**src/rtl/ram_arbiter.sv**
```systemverilog
// rtl/ram_arbiter.sv - DRAM sequencer sharing the array between fast-bus CPU cycles and CAS-before-RAS refresh
module ram_arbiter #(
  parameter int TRP  = 2,
  parameter int TRAS = 4
) (
  input  logic FCLK,
  input  logic Reset,
  input  logic ASActive,
  input  logic ASInactive,
  input  logic RAMCS,
  input  logic nWE,
  input  logic nUDS,
  input  logic nLDS,
  input  logic RefReq,
  input  logic RefUrgent,
  output logic RefAck,
  output logic RAMReady,
  output logic nRAS,
  output logic nCASH,
  output logic nCASL,
  output logic RASMux
);

  localparam logic [2:0] TRP_L  = 3'(TRP);
  localparam logic [2:0] TRAS_L = 3'(TRAS);

  typedef enum logic [2:0] {IDLE, ROW, COL, CAS, RCAS, RRAS, PRE} state_t;

  state_t     state, state_nxt;
  logic [2:0] cnt, cnt_nxt;
  logic       nras_nxt, ncash_nxt, ncasl_nxt, rasmux_nxt, ready_nxt, ref_ack_nxt;
  logic       go_pre;

  // Next state and next registered strobes; each transition sets the outputs of the state it enters
  always_comb begin
    state_nxt   = state;
    cnt_nxt     = cnt;
    nras_nxt    = nRAS;
    ncash_nxt   = nCASH;
    ncasl_nxt   = nCASL;
    rasmux_nxt  = RASMux;
    ready_nxt   = RAMReady;
    ref_ack_nxt = 1'b0;
    go_pre      = 1'b0;

    // Timed states count down toward 1 and saturate; reloads only happen on entry
    if ((state == RRAS || state == PRE) && cnt != 3'd0)
      cnt_nxt = cnt - 3'd1;

    case (state)
      IDLE: begin
        if (RefUrgent) begin
          state_nxt = RCAS;
          ncash_nxt = 1'b0;
          ncasl_nxt = 1'b0;
        end else if (ASActive && RAMCS) begin
          state_nxt  = ROW;
          nras_nxt   = 1'b0;
          rasmux_nxt = 1'b0;
        end else if (RefReq && !ASActive) begin
          state_nxt = RCAS;
          ncash_nxt = 1'b0;
          ncasl_nxt = 1'b0;
        end
      end
      ROW: begin
        if (ASInactive) begin
          go_pre = 1'b1;
        end else if (ASActive) begin
          state_nxt  = COL;
          rasmux_nxt = 1'b1;
        end
      end
      COL: begin
        if (ASInactive) begin
          go_pre = 1'b1;
        end else if (ASActive) begin
          state_nxt = CAS;
          ready_nxt = 1'b1;
          // Byte lanes are captured here and held for the whole CAS phase
          ncash_nxt = nWE ? 1'b0 : nUDS;
          ncasl_nxt = nWE ? 1'b0 : nLDS;
        end
      end
      CAS: begin
        if (ASInactive)
          go_pre = 1'b1;
      end
      RCAS: begin
        state_nxt = RRAS;
        nras_nxt  = 1'b0;
        cnt_nxt   = TRAS_L;
      end
      RRAS: begin
        if (cnt <= 3'd1) begin
          go_pre      = 1'b1;
          ref_ack_nxt = 1'b1;
        end
      end
      PRE: begin
        if (cnt <= 3'd1)
          state_nxt = IDLE;
      end
      default: state_nxt = IDLE;
    endcase

    // Common release path: all strobes high and precharge timer started
    if (go_pre) begin
      state_nxt  = PRE;
      cnt_nxt    = TRP_L;
      nras_nxt   = 1'b1;
      ncash_nxt  = 1'b1;
      ncasl_nxt  = 1'b1;
      rasmux_nxt = 1'b0;
      ready_nxt  = 1'b0;
    end
  end

  // State, counter and output registers with synchronous reset
  always_ff @(posedge FCLK) begin
    if (Reset) begin
      state    <= IDLE;
      cnt      <= 3'd0;
      nRAS     <= 1'b1;
      nCASH    <= 1'b1;
      nCASL    <= 1'b1;
      RASMux   <= 1'b0;
      RAMReady <= 1'b0;
      RefAck   <= 1'b0;
    end else begin
      state    <= state_nxt;
      cnt      <= cnt_nxt;
      nRAS     <= nras_nxt;
      nCASH    <= ncash_nxt;
      nCASL    <= ncasl_nxt;
      RASMux   <= rasmux_nxt;
      RAMReady <= ready_nxt;
      RefAck   <= ref_ack_nxt;
    end
  end

endmodule

```
**config.mk**
```make
export PLATFORM = sky130hd
export DESIGN_NAME = ram_arbiter
export DESIGN_NICKNAME = d
export VERILOG_FILES = /design/src/rtl/ram_arbiter.sv
export SDC_FILE = /design/constraint.sdc
export NUM_CORES = 1
export LEC_CHECK = 0
export BUFFER_PORTS_ARGS = -buffer_cell sky130_fd_sc_hd__buf_2
export CAP_MARGIN = 10
export CORE_AREA = 2 2 46 48
export DETAILED_ROUTE_END_ITERATION = 7
export DIE_AREA = 0 0 48 50
export GPL_ROUTABILITY_DRIVEN = 0
export SYNTH_ARGS = -nofsm -noshare
export SYNTH_HDL_FRONTEND = slang
export SYNTH_SLANG_ARGS = --single-unit
```
**constraint.sdc**
```tcl
create_clock -name FCLK -period 4.6 [get_ports FCLK]
set_input_delay 1.15 -clock FCLK [delete_from_list [all_inputs] [get_ports FCLK]]
set_output_delay 1.15 -clock FCLK [all_outputs]
set_load 0.05 [all_outputs]
```
* Word-level counts from Yosys, hierarchy flattened
Cells that the tools add are included.
** Word-level totals
- Output and inout port bits :: 6
- Logic and storage cells :: 95
- Register bits after elaboration :: 12
- Input bits :: 10
** Operators by class
- Add/subtract/negate cells :: 1
- Reductions and logical operators :: 23
- Multiplexer cells :: 33
- Magnitude comparators :: 1
- Bitwise logic cells :: 3
- Equal/unequal tests :: 23
** Operators by type and width (number)
- 3-bit 2-to-1 mux :: 11
- 3-bit != test, second input constant :: 6
- 3-bit one-hot mux with 6 select lines :: 1
- 1-bit 2-to-1 mux :: 15
- 7-bit AND reduction :: 2
- 2-bit != test, second input constant :: 6
- 1-bit one-hot mux with 2 select lines :: 5
- 5-bit AND reduction :: 2
- 3-bit equality test, second input constant :: 3
- 2-bit nonzero test :: 4
- 3-bit by 2-bit equality test with 1-bit output, second input constant :: 2
- 3-bit AND reduction :: 2
- 3-bit nonzero test :: 2
- 2-bit OR reduction :: 3
- 3-bit OR reduction :: 2
- 5-bit != test, second input constant :: 1
- 2-bit by 1-bit != test with 1-bit output, second input constant :: 2
- 4-bit != test, second input constant :: 1
- 3-bit by 1-bit equality test with 1-bit output, second input constant :: 1
- 3-bit by 1-bit less-or-equal comparator with 1-bit output, second input constant :: 1
- 1-bit logical AND :: 3
- 3-bit logical NOT :: 1
- 3-bit by 2-bit != test with 1-bit output, second input constant :: 1
- 1-bit NOT :: 3
- 4 further kinds :: 4

* Logic depth before layout (Yosys ltp)
Gate-level depths: netlist (run 1).
- Word-level depth :: 7
- Mapped depth :: 6
- Gate-level depth less buffers :: 6

* Worst setup path before layout (run 1)
No wires, ideal clock.
- Path type :: in2reg
- Start point :: in ASInactive
- End point :: reg nCASH
- Path slack :: 2.524 ns
- Cell stages on the path :: 4
- Arrival :: 1.954 ns
- Data required time :: 4.478 ns
- Setup time :: 0.122 ns
- Path buffers :: 0
- Cells stage by stage :: nor3b_1 nand2_1 o41a_1 a221o_1
** On the way
- Longest elaborated chain between the ends :: 3
- Elaborated cells between the ends (all ways) :: 5
- Those cells by class :: eq/ne: 1; mux: 2; reduce/logical: 2
** RTL lines
- from (decl) :: RTL line 9 : input logic ASInactive,
- 1-bit 2-to-1 mux :: RTL line 67, 75, 86
- 1-bit one-hot mux with 2 select lines :: RTL line 50 : case (state)
- 2-bit OR reduction (no line)
- to (signal assigned) :: RTL line 134 : nCASH <= ncash_nxt;
- to (decl) :: RTL line 19 : output logic nCASH,
Parallel ways exist; a longest one is shown, timed or not.
A chain may end at the register's enable or synchronous reset.

* Final worst setup path (run 1)
- Start point :: in ASActive
- End point :: reg nCASH
** On the way
- Longest elaborated chain between the ends :: 4
- Elaborated cells between the ends (all ways) :: 7
- Those cells by class :: eq/ne: 3; reduce/logical: 4
** RTL lines
- from (decl) :: RTL line 8 : input logic ASActive,
- 1-bit logical NOT :: RTL line 60 : end else if (RefReq && !ASActive) begin
- 1-bit logical AND :: RTL line 60
- 3-bit != test (no line)
- 5-bit AND reduction (no line) (*)
Every way passes the cells marked *; elsewhere a longest branch is shown, timed or not.

==> impl_metrics.env, run 1 <==
export IMPL_peakVddDrop_uv=413.8
export IMPL_max_freq_mhz=479.3
export IMPL_grt_start_max_net_pins=16
export IMPL_slew_limit_headroom_pct=65.68
export IMPL_clock_sinks=12
export IMPL_ys_types=40
export IMPL_multi_input_area_um2=444.2
export IMPL_grt_pass1_wl_mm=2.732
export IMPL_wire_per_inst_um=13.38
export IMPL_htreeDepth=1
export IMPL_fin_util_pct=44.61
export IMPL_required_ns=4.77
export IMPL_clk_path_buf_depth=2
export IMPL_arrival_ns=2.26
export IMPL_synth_warnings=0
export IMPL_synthFlopType="dfxtp_1"
export IMPL_synth_edf_count=0
export IMPL_max_cap_violations=0
export IMPL_dieWidth_um=48
export IMPL_core_um2=1902
export IMPL_final_setup_skew_ns=0.002452
export IMPL_setup_viol=0
export IMPL_fillers=211
export IMPL_portBuffers=15
export IMPL_synthArstFlopShare_pct=0
export IMPL_status="completed"
export IMPL_clk_pin_slew_ns=0.09
export IMPL_cts_tree="done"
export IMPL_clockRootBuffer="clkbuf_4"
export IMPL_syn_inst=84
export IMPL_drc=0
export IMPL_insertion_delay_ns=0.27
export IMPL_fin_crit_sh_pct=45.35
export IMPL_start_util_pct=38.16
export IMPL_netlist_area_um2=725.7
export IMPL_worst_pin_slew_ns=0.5141
export IMPL_drive_gt1_share_pct=21.00
export IMPL_ys_ff_latch=12
export IMPL_final_setup_tns_ns=0
export IMPL_io_pins=16
export IMPL_synth_area_per_cell_um2=8.639
export IMPL_synth_nets=97
export IMPL_ant_nets=0
export IMPL_routed_wl_mm=1.699
export IMPL_rows=16
export IMPL_cts_hold_buf=0
export IMPL_cts_resized=0
export IMPL_first_pass_iters=4
export IMPL_hpwl_mm=1.229
export IMPL_overflow=0
export IMPL_first_iter_violations=15
export IMPL_num_vias=704
export IMPL_rsz0062_at_grt="false"
export IMPL_crit_fanout=8
export IMPL_avgViaCountPerCell=5.543
export IMPL_hp_class="register to register"
export IMPL_die_h_um=50
export IMPL_fin_nets=114
export IMPL_post_cts_setup_buffers=0
export IMPL_antenna_found_initial=0
export IMPL_p_per_area_nw_per_um2=667.7
export IMPL_syn_to_final_growth_pct=16.90
export IMPL_slew_violations=0
export IMPL_diodes=0
export IMPL_layout_cells_most_common="buf_2"
export IMPL_first_global_vias=608
export IMPL_layout_min_cycle_time_ns=2.086
export IMPL_synth_seq_area_share_pct=33.10
export IMPL_grt_use_total_pct=15.35
export IMPL_hold_viol=0
export IMPL_critPathKind="input port to register"
export IMPL_cts_made_buffers=3
export IMPL_cp_end_kind="register"
export IMPL_final_cell_mix="15 x buf_2, 12 x dfxtp_1, 7 x nor2_1"
export IMPL_design_die_area_um2=2400
export IMPL_leakage_nw=0.3552
export IMPL_ff_latch_area_um2=240.2
export IMPL_worstSetupStartpointType="input port"
[metrics by stage]
step                      std cells  hold slack (ns)  setup slack (ns)  instance area, µm²  total power, mW
after detailed placement        123           0.4508             2.239               812.0           0.4756
after floorplan                  84           0.4784             2.524               725.7           0.4226
after global routing            127           0.5036             2.495               848.3           0.6078
after global placement          123           0.4327             2.326               812.0           0.4729
final                           127           0.4760             2.514               848.3           0.5664
after CTS                       127           0.4793             2.538               848.3           0.5652
[metal layers]
layer / wire length [µm] / track usage, % / vias up
met1: 810 / 23.04 / 327
met2: 776 / 22.44 / 26
met4: 6 / 4.054 / 0
met5: 0 / 0 / -
met3: 106 / 2.198 / 2
li1: - / - / 349
[path summary, 6_finish.rpt]
check                           startpoint  endpoint  slack (ns)  depth (start not counted)
worst min register to register        nRAS      nRAS        0.48                          1
worst min-delay path                  nRAS      nRAS        0.48                          1
worst max-delay path              ASActive     nCASH        2.51                          5
worst max register to register    state[2]     nCASH        2.80                          4
[critical path: stages]
cell and delay (ns):
buf_2 0.14, nor3b_1 0.36, nand2_1 0.13, o41a_1 0.14, a221o_1 0.34
[state kept, by name (all words and copies together), names as in the netlist]
name,flops
RAMReady,1
RASMux,1
RefAck,1
cnt,3
nCASH,1
nCASL,1
nRAS,1
state,3
[power breakdown]
part           switching [mW]  internal, mW
sequential             0.0641         0.141
clock                  0.0401        0.0481
combinational           0.165         0.108
total                   0.269         0.297
[kinds of logic (layout without fill, tap and decap cells)]
family          after synthesis  in the layout  share of synthesized area, %
fa+ha+maj                     4              4                         6.552
compound gates               29             29                         29.31
buf+inv                       8             24                         5.690
flops                        12             12                         33.10
xor+xnor                      2              2                         2.414
simple gates                 29             29                         22.94
[layout make-up]
| type | instances | area share [%] |
|---|---|---|
| clock buffers | 4 | 4.277 |
| inverters | 5 | 2.212 |
| multi-input cells | 64 | 52.36 |
| flip-flops and latches | 12 | 28.32 |
| well taps | 27 | 3.982 |
| repair buffers | 15 | 8.850 |
[synth_stat cells (3+ instances only)]
library cell / instances / area, µm²
nand2b_1: 3 / 18.77
nor3b_1: 3 / 22.52
dfxtp_1: 12 / 240.2
inv_1: 5 / 18.77
ha_1: 3 / 37.54
nor2_1: 7 / 26.28
a31oi_1: 3 / 18.77
o21ai_0: 4 / 20.02
nand2_1: 4 / 15.01
a21oi_1: 6 / 30.03
No activity file was read; power rests on OpenSTA's default activity.
==> run 2, diff against run 1 <==
==> constraint.sdc (replaced) <==
create_clock -name FCLK -period 2 [get_ports FCLK]
set_input_delay 0.5 -clock FCLK [delete_from_list [all_inputs] [get_ports FCLK]]
set_output_delay 0.5 -clock FCLK [all_outputs]
set_load 0.05 [all_outputs]
==> impl_metrics.env, run 2 (synthesized netlist as in run 1, its figures left out) <==
export IMPL_fin_crit_sh_pct=83.32
export IMPL_slew_violations=0
export IMPL_final_cell_mix="15 x buf_2, 12 x dfxtp_1, 7 x nor2_1"
export IMPL_p_switching_mw=0.6126
export IMPL_status="completed"
export IMPL_cp_top_family="compound AO/OA/AOI/OAI gates"
export IMPL_routed_wl_mm=1.626
export IMPL_htreeDepth=1
export IMPL_grt_use_total_pct=16.62
export IMPL_syn_to_final_growth_pct=17.93
export IMPL_layout_min_cycle_time_ns=1.666
export IMPL_p_comb_share_pct=51.1
export IMPL_placed_cells=124
export IMPL_ant_nets=0
export IMPL_antenna_found_initial=0
export IMPL_first_iter_violations=17
export IMPL_arrival_ns=1.84
export IMPL_slowest_delay_ns=0.43
export IMPL_crit_chain="inv_1 > ha_1 > o21ba_1 > a311o_1 > a221o_1"
export IMPL_worst_path_buf_inv=1
export IMPL_cts_tree="done"
export IMPL_share_seq_of_total_power_pct=33.7
export IMPL_final_setup_tns_ns=0
export IMPL_clockPowerShare_pct=15.3
export IMPL_overflow=0
export IMPL_max_cap_violations=0
export IMPL_peakVddDrop_uv=714.3
export IMPL_cp_end_kind="register"
export IMPL_p_per_area_nw_per_um2=1526
export IMPL_final_setup_skew_ns=0.001203
export IMPL_rows=16
export IMPL_first_global_vias=639
export IMPL_swShare_pct=46.92
export IMPL_drive_gt1_share_pct=21.78
export IMPL_crit_fanout=8
export IMPL_layout_cells_most_common="buf_2"
export IMPL_final_cell_count_no_fill=128
export IMPL_slew_limit_headroom_pct=67.04
export IMPL_clk_pin_slew_ns=0.08
export IMPL_p_int_mw=0.6931
export IMPL_post_cts_setup_buffers=0
export IMPL_hpwl_mm=1.178
export IMPL_grt_pass1_wl_mm=2.794
export IMPL_leakage_nw=0.3602
export IMPL_fin_nets=115
export IMPL_cts_made_buffers=3
export IMPL_worstSetupStartpointType="register"
export IMPL_hold_viol=0
export IMPL_slowest_stage="a311o_1"
export IMPL_clock_sinks=12
export IMPL_io_pins=16
export IMPL_required_ns=2.17
export IMPL_clockRootBuffer="clkbuf_4"
export IMPL_cts_hold_buf=0
export IMPL_design_die_area_um2=2400
export IMPL_start_util_pct=38.16
export IMPL_worst_pin_slew_ns=0.4938
export IMPL_die_h_um=50
export IMPL_critPathKind="register to register"
export IMPL_drc=0
export IMPL_cts_resized=0
export IMPL_grt_start_max_net_pins=16
export IMPL_first_pass_iters=4
export IMPL_whs_ns=0.4401
export IMPL_reg_top3="cnt x3, state x3"
export IMPL_dieWidth_um=48
export IMPL_max_freq_mhz=600.1
export IMPL_setup_viol=0
export IMPL_clk_path_buf_depth=2
export IMPL_portBuffers=15
export IMPL_hp_class="input port to register"
export IMPL_core_um2=1902
export IMPL_wire_per_inst_um=12.70
export IMPL_avgViaCountPerCell=5.453
export IMPL_insertion_delay_ns=0.28
export IMPL_diodes=0
export IMPL_rsz0062_at_grt="false"
export IMPL_num_vias=698
[run 2: cell types whose count changed in the layout (fill, tap and decap cells not counted)]
cell   delta
buf_4     +1
[run 2: cell type report]
type                            instances  area (µm²)
Fill cell                             201        1046
Multi-Input combinational cell         64       444.2
Sequential cell                        12       240.2
Timing Repair Buffer                   16       82.58
Clock buffer                            4       36.28
Tap cell                               27       33.78
Inverter                                5       18.77
[run 2: power groups by stage]
stage                     sequential (mW)  clock, mW  combinational (mW)
after global placement              0.440          0               0.658
after CTS                           0.435      0.207               0.670
final                               0.440      0.199               0.667
after detailed placement            0.440          0               0.659
after floorplan                     0.510          0               0.462
after global routing                0.455      0.218               0.742
[run 2: final timing paths]
path,startpoint,endpoint,slack (ns),cells past startpoint
setup / recovery,cnt[1],nCASL,0.33,5
hold reg to reg,nRAS,nRAS,0.46,1
hold / removal,nUDS,nCASH,0.44,2
setup reg to reg,cnt[1],nCASL,0.33,5
[run 2: metal layers]
metal  routed length (µm)  share of wire (%)  global-route usage [%]
met5                    0                  0                       0
met4                   15               0.92                   5.405
met3                  109                6.7                   7.692
met2                  752                 46                   23.78
met1                  749                 46                   21.68
[run 2: metrics by stage]
step	total power [mW]	util, %	instance area [µm²]	worst slack, ns
3_5_place_dp	1.099	43.09	819.5	0.2758
4_1_cts	1.313	45.00	855.8	0.3284
2_1_floorplan	0.9721	-	725.7	0.4550
3_3_place_gp	1.098	43.09	819.5	0.2063
5_1_grt	1.415	45.00	855.8	0.2106
6_report	1.306	45.00	855.8	0.3337
[run 2: worst register-to-register path: stages, from the launching register on]
cell and delay [ns]:
dfxtp_1 0.35, inv_1 0.08, ha_1 0.19, o21ba_1 0.21, a311o_1 0.43, a221o_1 0.30
==> run 3, diff against run 2 <==
==> constraint.sdc (replaced) <==
create_clock -name FCLK -period 1.7 [get_ports FCLK]
set_input_delay 0.425 -clock FCLK [delete_from_list [all_inputs] [get_ports FCLK]]
set_output_delay 0.425 -clock FCLK [all_outputs]
set_load 0.05 [all_outputs]
==> impl_metrics.env, run 3 (synthesized netlist as in run 1, its figures left out) <==
export IMPL_min_to="cnt[1]"
export IMPL_drc=0
export IMPL_overflow=0
export IMPL_final_cell_mix="15 x buf_2, 10 x dfxtp_1, 7 x nor2_1"
export IMPL_routed_wl_mm=1.698
export IMPL_start_util_pct=38.16
export IMPL_pre_cts_ws_ns=0.02147
export IMPL_rsz0062_at_grt="false"
export IMPL_clk_path_buf_depth=2
export IMPL_max_cap_violations=0
export IMPL_grt_use_total_pct=16.34
export IMPL_hpwl_mm=1.212
export IMPL_htreeDepth=1
export IMPL_diodes=0
export IMPL_ant_nets=0
export IMPL_drive_gt1_share_pct=28.16
export IMPL_first_global_vias=647
export IMPL_crit_fanout=8
export IMPL_antenna_found_initial=0
export IMPL_first_iter_violations=14
export IMPL_grt_start_max_net_pins=14
export IMPL_holdPathStages=2
export IMPL_final_setup_tns_ns=0
export IMPL_arrival_ns=1.80
export IMPL_r2r_end="nCASH"
export IMPL_cp_end_kind="register"
export IMPL_syn_to_final_growth_pct=20.86
export IMPL_cts_tree="done"
export IMPL_max_freq_mhz=614.1
export IMPL_r2r_slack_ns=0.07
export IMPL_layout_min_cycle_time_ns=1.628
export IMPL_insertion_delay_ns=0.28
export IMPL_design_die_area_um2=2400
export IMPL_wire_per_inst_um=13.06
export IMPL_peakVddDrop_uv=873.6
export IMPL_fin_crit_sh_pct=95.79
export IMPL_status="completed"
export IMPL_grt_pass1_wl_mm=2.925
export IMPL_clock_sinks=12
export IMPL_cts_made_buffers=3
export IMPL_portBuffers=15
export IMPL_io_pins=16
export IMPL_hp_class="input port to register"
export IMPL_slowest_delay_ns=0.46
export IMPL_setup_viol=0
export IMPL_worstSetupStartpointType="register"
export IMPL_worstHoldStart="Reset"
export IMPL_rows=16
export IMPL_layout_cells_most_common="buf_2"
export IMPL_first_pass_iters=4
export IMPL_post_cts_setup_buffers=0
export IMPL_clockRootBuffer="clkbuf_4"
export IMPL_p_per_area_nw_per_um2=1801
export IMPL_worstReg2RegStart="cnt[1]"
export IMPL_whs_ns=0.3698
export IMPL_avgViaCountPerCell=5.592
export IMPL_worst_pin_slew_ns=0.3217
export IMPL_slew_limit_headroom_pct=78.50
export IMPL_die_h_um=50
export IMPL_leakage_nw=0.3706
export IMPL_core_um2=1902
export IMPL_fin_nets=117
export IMPL_finalWorstSetupSlack_ns=0.07154
export IMPL_hold_viol=0
export IMPL_dieWidth_um=48
export IMPL_critPathKind="register to register"
export IMPL_fillers=193
export IMPL_slew_violations=0
export IMPL_required_ns=1.87
export IMPL_slowest_stage="a311o_2"
export IMPL_num_vias=727
export IMPL_reg_top3="cnt x3, state x3"
export IMPL_crit_chain="inv_2 > ha_2 > o21ba_1 > a311o_2 > a221o_1"
export IMPL_clk_pin_slew_ns=0.08
export IMPL_timing_reg2reg_worst_path_depth=5
export IMPL_final_setup_skew_ns=0.0004533
run 3: changes by cell type in the layout (fill, tap and decap cells not counted), sizes merged:
cell	before	now
buf	16	18
run 3: final cells by class:
class                   count  area [µm²]  share of cell area, %
flip-flops and latches     12       242.7                  27.67
repair buffers             18       97.59                  11.13
inverters                   5       18.77                  2.140
well taps                  27       33.78                  3.852
clock buffers               4       36.28                  4.137
multi-input cells          64       447.9                  51.07
run 3: critical path: cells and delay by family, from the launching register on:
kind / cells / cell delay [ns]
fa+ha+maj: 1 / 0.17
compound gates: 3 / 0.94
flops: 1 / 0.36
buf+inv: 1 / 0.05
run 3: timing repair:
| item | 4_1_cts | 5_1_grt |
|---|---|---|
| gates resized for setup | 0 | 5 |
| hold buffers | 0 | 0 |
| endpoints found under the setup margin | 0 | 4 |
run 3: worst max path at each step:
stage                start    end  cells past startpoint
detailed placement  cnt[1]  nCASH                      5
floorplan           cnt[1]  nCASH                      5
global placement    cnt[1]  nCASL                      5
CTS                 cnt[1]  nCASH                      5
global route        cnt[1]  nCASL                      5
finish              cnt[1]  nCASH                      5
run 3: power by group:
| group | internal (mW) | total, mW | switching, mW |
|---|---|---|---|
| sequential | 0.387 | 0.514 | 0.127 |
| combinational | 0.324 | 0.829 | 0.505 |
| clock | 0.130 | 0.236 | 0.106 |
run 3: per-layer routing:
layer	share of wire [%]	GRT usage [%]	wire length, µm
met2	45	22.44	769
met3	6.5	3.297	111
met5	0	0	0
met1	47	25.34	799
met4	1.1	4.505	18
run 3: through the flow:
stage	instance area, µm²	cells	total power [mW]	utilization [%]
2_1_floorplan	725.7	84	1.144	-
3_3_place_gp	834.6	126	1.313	43.88
3_5_place_dp	834.6	126	1.316	43.88
4_1_cts	870.8	130	1.567	45.79
5_1_grt	877.1	130	1.700	46.12
6_report	877.1	130	1.580	46.12
